===== config.mk =====
export PLATFORM = sky130hd
export DESIGN_NAME = s2p_deser
export DESIGN_NICKNAME = d
export VERILOG_FILES = /design/src/rtl/s2p_pkg.sv /design/src/rtl/s2p_deser.sv
export SDC_FILE = /design/constraint.sdc
export NUM_CORES = 1
export LEC_CHECK = 0
export BUFFER_PORTS_ARGS = -buffer_cell sky130_fd_sc_hd__clkbuf_2
export CAP_MARGIN = 10
export CORE_ASPECT_RATIO = 1.25
export CORE_MARGIN = 3
export CORE_UTILIZATION = 43
export DETAILED_ROUTE_END_ITERATION = 6
export GPL_ROUTABILITY_DRIVEN = 0
export PLACE_DENSITY = 0.71
export SLEW_MARGIN = 0
export SYNTH_ARGS = -nofsm -noshare
export SYNTH_HDL_FRONTEND = slang
export SYNTH_SLANG_ARGS = --single-unit

===== constraint.sdc =====
create_clock -name clk -period 1.6 [get_ports clk]
set_input_delay 0.16 -clock clk [delete_from_list [all_inputs] [get_ports clk]]
set_output_delay 0.16 -clock clk [all_outputs]
set_load 0.02 [all_outputs]

===== src/rtl/s2p_pkg.sv =====
// rtl/s2p_pkg.sv - shared types for the serial-to-parallel deserialiser
package s2p_pkg;

  typedef enum logic {COLLECT = 1'b0, FULL = 1'b1} s2p_state_t;

endpackage


===== src/rtl/s2p_deser.sv =====
// rtl/s2p_deser.sv - double-buffered 1-bit serial to N-bit parallel deserialiser
// Build option: S2P_MSB_FIRST_EN puts the first received bit in par_data[N-1].
module s2p_deser
  import s2p_pkg::*;
#(
  parameter int N = 8
) (
  input  logic         clk,
  input  logic         rstn,
  input  logic         ser_data,
  input  logic         ser_valid,
  output logic         ser_ready,
  output logic [N-1:0] par_data,
  output logic         par_valid,
  input  logic         par_ready
);

  localparam int CNT_W = $clog2(N);

  s2p_state_t       state, state_nxt;
  logic [CNT_W-1:0] count;
  logic [N-1:0]     shift_reg;
  logic [N-1:0]     out_reg;
  logic             out_valid;
  logic [N-1:0]     word;
  logic             bit_acc;
  logic             pop;
  logic             last_bit;
  logic             slot_free;
  logic             load_ser;
  logic             load_shift;

  assign bit_acc    = ser_valid && ser_ready;
  assign pop        = out_valid && par_ready;
  assign last_bit   = (count == CNT_W'(N - 1));
  assign slot_free  = !out_valid || par_ready;
  assign load_ser   = (state == COLLECT) && bit_acc && last_bit && slot_free;
  assign load_shift = (state == FULL) && pop;

`ifdef S2P_MSB_FIRST_EN
  assign word = {shift_reg[N-2:0], ser_data};
`else
  assign word = {ser_data, shift_reg[N-1:1]};
`endif

  always_ff @(posedge clk or negedge rstn) begin
    if (!rstn) begin
      state <= COLLECT;
    end else begin
      state <= state_nxt;
    end
  end

  always_comb begin
    state_nxt = state;
    case (state)
      COLLECT: if (bit_acc && last_bit && !slot_free) state_nxt = FULL;
      FULL:    if (pop) state_nxt = COLLECT;
      default: state_nxt = COLLECT;
    endcase
  end

  always_comb begin
    ser_ready = (state == COLLECT);
  end

  // A completed word parks in shift_reg only when the output slot cannot take it.
  always_ff @(posedge clk or negedge rstn) begin
    if (!rstn) begin
      count     <= '0;
      shift_reg <= '0;
      out_reg   <= '0;
      out_valid <= 1'b0;
    end else begin
      if ((state == COLLECT) && bit_acc && !load_ser) begin
        shift_reg <= word;
      end

      if (load_ser || load_shift) begin
        count <= '0;
      end else if ((state == COLLECT) && bit_acc && !last_bit) begin
        count <= count + 1'b1;
      end

      if (load_ser) begin
        out_reg <= word;
      end else if (load_shift) begin
        out_reg <= shift_reg;
      end

      if (load_ser || load_shift) begin
        out_valid <= 1'b1;
      end else if (pop) begin
        out_valid <= 1'b0;
      end
    end
  end

  assign par_data  = out_reg;
  assign par_valid = out_valid;

endmodule


==> results of run 1 <==
==> layout make-up <==
cell class	instances	area (um2)
clock buffers	4	26.28
fillers	193	1023
inverters	1	3.754
multi-input cells	44	498.0
flip-flops and latches	21	525.5
well taps	31	38.79
repair buffers	17	95.09
==> how the worst max path moves through the flow <==
stage / start / cells after the start / slack [ns] / endpoint
finish: count[0] / 4 / 0.04 / shift_reg[6]
global route: count[0] / 4 / -0.02 / shift_reg[1]
CTS: count[0] / 4 / 0.02 / shift_reg[6]
detailed placement: count[0] / 4 / -0.08 / shift_reg[6]
global placement: count[0] / 4 / -0.01 / shift_reg[6]
floorplan: count[0] / 4 / 0.03 / shift_reg[7]
==> through the flow <==
step / setup TNS (ns) / std cells / worst slack [ns]
3_3_place_gp: -0.04617 / 112 / -0.01024
5_1_grt: -0.09714 / 118 / -0.02036
2_1_floorplan: 0 / 66 / 0.03448
6_report: 0 / 118 / 0.04407
3_5_place_dp: -0.5546 / 112 / -0.08005
4_1_cts: 0 / 117 / 0.01675
==> kinds of logic after synthesis <==
kind of cell	after synthesis	synth area share, %
flops	21	51.92
compound gates	4	3.462
fa+ha+maj	2	2.472
simple gates	11	9.271
mux	26	31.65
buf+inv	1	0.3705
xor+xnor	1	0.8654
==> cell usage after synthesis, drive strengths merged <==
cell type,number,area share [%]
mux2,24,30
dfrtp,21,52
nor2,3,1.1
a21oi,2,2.1
ha,2,2.5
mux2i,2,2.0
nand2b,2,1.5
nand3,2,2.2
a21boi,1,0.74
a31oi,1,0.62
inv,1,0.37
nand2,1,0.37
nand3b,1,0.74
nand4,1,2.1
nor3b,1,1.2
xnor2,1,0.87
==> power by group through the flow <==
stage | sequential (W) | clock, W | combinational (W)
after global placement | 0.00101 | 0 | 0.00100
after CTS | 0.00102 | 0.000271 | 0.00107
final | 0.00101 | 0.000260 | 0.00107
after global routing | 0.00105 | 0.000285 | 0.00116
after detailed placement | 0.00102 | 0 | 0.00103
after floorplan | 0.00111 | 0 | 0.000655
==> layer usage <==
metal  GRT usage (%)  vias up
met2           19.73       14
li1                -      283
met5               0        -
met1           14.15      309
met3           2.494        6
met4           9.486        0
==> worst register-to-register path: stages (launching register included) <==
cell and delay (ns):
dfrtp_1 0.40, ha_2 0.21, ha_4 0.19, a21oi_4 0.28, mux2_2 0.38
==> cell usage in the layout, fill, tap and decap left out, drive strengths merged <==
master / netlist / routed
inv: 1 / 1
mux2i: 2 / 2
nand4: 1 / 1
mux2: 24 / 24
nor3b: 1 / 1
dlygate4sd3: 0 / 1
a21boi: 1 / 1
nand2b: 2 / 2
nor2: 3 / 3
buf: 0 / 2
a21oi: 2 / 2
nand2: 1 / 1
clkbuf: 0 / 18
a31oi: 1 / 1
dfrtp: 21 / 21
ha: 2 / 2
nand3b: 1 / 1
xnor2: 1 / 1
nand3: 2 / 2
==> timing repair <==
item | 4_1_cts | 5_1_grt
hold buffers | 1 | 0
gates resized for setup | 3 | 0
hold endpoints to repair | 21 | 0
pin swaps | 1 | 1
endpoints found under the setup margin | 13 | 8
setup buffers | 0 | 1
==> results.json, run 1 <==
{
  "status": "finished clean",
  "route.antenna.remaining_nets": 0,
  "gr-total-overflow": 0,
  "slew_headroom_pct": 66.23,
  "drt_iter0_markers": 1,
  "critPathArrivalTime_ns": 1.76,
  "p_int_w": 0.001482,
  "place_area_um2": 1129,
  "routedLengthMet1_um": 701,
  "path_clk_slew_ns": 0.12,
  "dieArea_um2": 2976,
  "reg2reg_from": "count[0]",
  "crit_path_end_kind": "flip-flop",
  "reg2reg_slack_ns": 0.04,
  "numPortBuffers": 14,
  "cts_root_buf": "clkbuf_4",
  "critPathTopFamily": "flip-flops",
  "worstSetupPathType": "flip-flop to flip-flop",
  "whs_ns": 0.08125,
  "coreArea_um2": 2211,
  "drt_wl_total_mm": 1.609,
  "synth_nets": 73,
  "power_density_nw_per_um2": 1972,
  "setup_viol": 0,
  "crit_buf_inv": 0,
  "cpPeakStageDelay_ns": 0.40,
  "vias_per_cell": 5.186,
  "clockBufferDepth": 2,
  "drc": 0,
  "hold_path.class": "primary input to flip-flop",
  "htreeDepth": 1,
  "hp-start": "par_ready",
  "hold_path_depth": 2,
  "min_period_ns": 1.556,
  "drv_slew": 0,
  "finalPower_w": 0.002341,
  "yosys_warnings": 0,
  "finalHoldViolCount": 0,
  "hold_path_end": "state",
  "area_growth_syn_to_layout_pct": 17.31,
  "startpoint_type": "flip-flop",
  "num_antenna_cells": 0,
  "ys_ff_latch": 21,
  "dr_wl_met3_um": 49,
  "rows": 19,
  "power.net_switching_w": 0.0008588,
  "track_usage_pct": 12.17,
  "grt_pass1_vias": 568,
  "syn-cell-area_um2": 1012,
  "cts_made_buffers": 3,
  "fin_crit_sh_pct": 97.25,
  "synth-seq-area-share_pct": 51.92,
  "fin_util_pct": 53.71,
  "r2r_cells": 4,
  "numClockSinks": 21,
  "cp_max_fo": 8,
  "num_vias": 612,
  "leakagePower_nw": 0.5542,
  "insertion_delay_ns": 0.30,
  "crit_chain": "ha_2 > ha_4 > a21oi_4 > mux2_2",
  "switching_share_pct": 36.68,
  "syn_avg_cell_area_um2": 15.34,
  "grt_max_degree": 22,
  "antenna_found_initial": 0,
  "synth_cell_type_count": 21,
  "fin_area_um2": 1187,
  "synth_cells": 66,
  "fmax_mhz": 642.7,
  "worstPathRequired_ns": 1.80,
  "rsz0062_at_grt": "true",
  "dp_hpwl_mm": 1.166,
  "die_x_um": 49.40,
  "seq_power_share_pct": 43.2,
  "tightest_slew_ns": 0.5066,
  "drtPass1Iterations": 2,
  "slowest_stage": "dfrtp_1",
  "die_height_um": 60.25,
  "start_util_pct": 45.78,
  "nNetsFinal": 95,
  "final_layout_size_suffix_gt1_share_pct": 47.13,
  "grt_pass1_wl_mm": 2.628,
  "peakVddDrop_mv": 0.8619,
  "clkPwrFrac_pct": 11.1,
  "wl_met2_um": 817,
  "p_comb_share_pct": 45.8,
  "rr_endpoint": "shift_reg[6]",
  "drv_cap": 0,
  "maxUsedRoutingLayer": "met4",
  "io_pins": 15,
  "wl_per_cell_um": 13.64,
  "cts_tree": "built",
  "clock_skew_ns": 0.003709
}
No activity file was read; power rests on OpenSTA's default activity.
==> run 2, diff against run 1 <==
--- a/config.mk
+++ b/config.mk
@@ -13,6 +13,7 @@
 export DETAILED_ROUTE_END_ITERATION = 6
 export GPL_ROUTABILITY_DRIVEN = 0
 export PLACE_DENSITY = 0.71
+export SETUP_SLACK_MARGIN = 0.15
 export SLEW_MARGIN = 0
 export SYNTH_ARGS = -nofsm -noshare
 export SYNTH_HDL_FRONTEND = slang
==> run 2 against run 1 <==
Against the previous run:
- total power rose by 6.0%
- sequential share of layout area is 1.6 points lower
- non-clock buffer count decreased by 1
- cell area increased by 4.0%
- hold slack lost 0.0025 ns
- clock skew barely moved
- global-route usage increased by 0.067 points
- critical path depth is 1 higher
- core utilization is 2.2 points higher
- combinational power up 12%
- via count shrank 2.9%
- clock power fell by 2%
==> results.json, run 2 (synthesized netlist as in run 1, its figures left out) <==
{
  "insertion_delay_ns": 0.30,
  "cts_made_buffers": 3,
  "worstPathRequired_ns": 1.80,
  "fmax_mhz": 666.9,
  "drt_wl_total_mm": 1.628,
  "wl_per_cell_um": 13.91,
  "cts_tree": "built",
  "rsz0062_at_grt": "true",
  "htreeDepth": 1,
  "fin_ws_ns": 0.1005,
  "cpPeakStageDelay_ns": 0.42,
  "grt_max_degree": 22,
  "numClockSinks": 21,
  "gr-total-overflow": 0,
  "grt_pass1_vias": 632,
  "startpoint_type": "flip-flop",
  "cts_root_buf": "clkbuf_4",
  "io_pins": 15,
  "fin_crit_sh_pct": 93.72,
  "fin_util_pct": 55.86,
  "p_int_w": 0.001583,
  "setup_viol": 0,
  "num_vias": 594,
  "track_usage_pct": 12.23,
  "final_cell_mix": "dfrtp_1 (20), mux2_4 (16), clkbuf_2 (14)",
  "area_growth_syn_to_layout_pct": 22.00,
  "slew_headroom_pct": 64.91,
  "critPathArrivalTime_ns": 1.69,
  "crit_chain": "ha_2 > ha_4 > a21oi_4 > buf_12 > mux2_4",
  "whs_ns": 0.07875,
  "route.antenna.remaining_nets": 0,
  "tightest_slew_ns": 0.5263,
  "path_clk_slew_ns": 0.12,
  "status": "finished clean",
  "vias_per_cell": 5.077,
  "clkPwrFrac_pct": 10.3,
  "final_layout_size_suffix_gt1_share_pct": 51.16,
  "numPortBuffers": 14,
  "rows": 19,
  "slowest_stage": "dfrtp_1",
  "crit_buf_inv": 1,
  "power_density_nw_per_um2": 2010,
  "coreArea_um2": 2211,
  "cp_max_fo": 8,
  "drtPass1Iterations": 2,
  "peakVddDrop_mv": 1.027,
  "crit_path_end_kind": "flip-flop",
  "tns_ns": 0,
  "mostFrequentLayoutCell": "dfrtp_1",
  "num_antenna_cells": 0,
  "drv_slew": 0,
  "switching_share_pct": 36.25,
  "drc": 0,
  "dp_hpwl_mm": 1.125,
  "drv_cap": 0,
  "power.net_switching_w": 0.0008998,
  "critPathTopFamily": "flip-flops",
  "dp_worst_setup_slack_ns": 0.03366,
  "grt_pass1_wl_mm": 2.753,
  "p_comb_share_pct": 48.2,
  "min_period_ns": 1.500,
  "finalHoldViolCount": 0,
  "dieArea_um2": 2976,
  "clock_skew_ns": 0.003597,
  "worstSetupPathType": "flip-flop to flip-flop",
  "leakagePower_nw": 0.5892,
  "finalPower_w": 0.002482,
  "start_util_pct": 45.78,
  "clockBufferDepth": 2,
  "antenna_found_initial": 0,
  "nNetsFinal": 94,
  "hold_path.class": "primary input to flip-flop",
  "die_x_um": 49.40,
  "drt_iter0_markers": 6,
  "seq_power_share_pct": 41.5,
  "die_height_um": 60.25
}
## run 2: power by group through the flow
stage / Combinational, W / Sequential [W] / Clock [W]
after floorplan: 0.000681 / 0.00111 / 0
after global placement: 0.00100 / 0.00101 / 0
after detailed placement: 0.00104 / 0.00103 / 0
after CTS: 0.00120 / 0.00103 / 0.000267
after global routing: 0.00129 / 0.00107 / 0.000291
final: 0.00120 / 0.00103 / 0.000256
## run 2: final timing paths
path	slack [ns]	cells past startpoint	to	startpoint
worst max register to register	0.10	5	shift_reg[2]	count[0]
min in group asynchronous	0.35	2	par_data[0]	rstn
max in group asynchronous	0.87	2	state	rstn
worst min-delay path	0.08	2	state	par_ready
worst min register to register	0.53	1	shift_reg[0]	shift_reg[0]
worst max-delay path	0.10	5	shift_reg[2]	count[0]
## run 2: cell type report
class,instances,area (um2)
flip-flops and latches,21,526.8
fillers,186,975.9
multi-input cells,44,538.0
well taps,31,38.79
clock buffers,3,22.52
inverters,1,3.754
repair buffers,16,100.1
clock inverters,1,5.005
## run 2: through the flow
step / instances / cell area, um2
after floorplan: 66 / 1027
after global placement: 111 / 1136
after detailed placement: 111 / 1136
after CTS: 117 / 1224
after global routing: 117 / 1235
final: 117 / 1235
## run 2: timing repair
item | in CTS | in global routing
pin swaps | 2 | 1
cloned | 0 | 0
setup endpoints to repair | 19 | 19
gates resized for setup | 9 | 3
endpoints found under the hold margin | 21 | 0
hold buffers | 1 | 0
buffers inserted | 1 | 0
## run 2: layer usage
layer,track usage (%),part of all wire (%),vias to the layer above
li1,-,-,278
met1,13.72,45,303
met2,22.41,51,9
met3,2.244,2.6,4
met4,5.929,1.7,0
met5,0,0,-
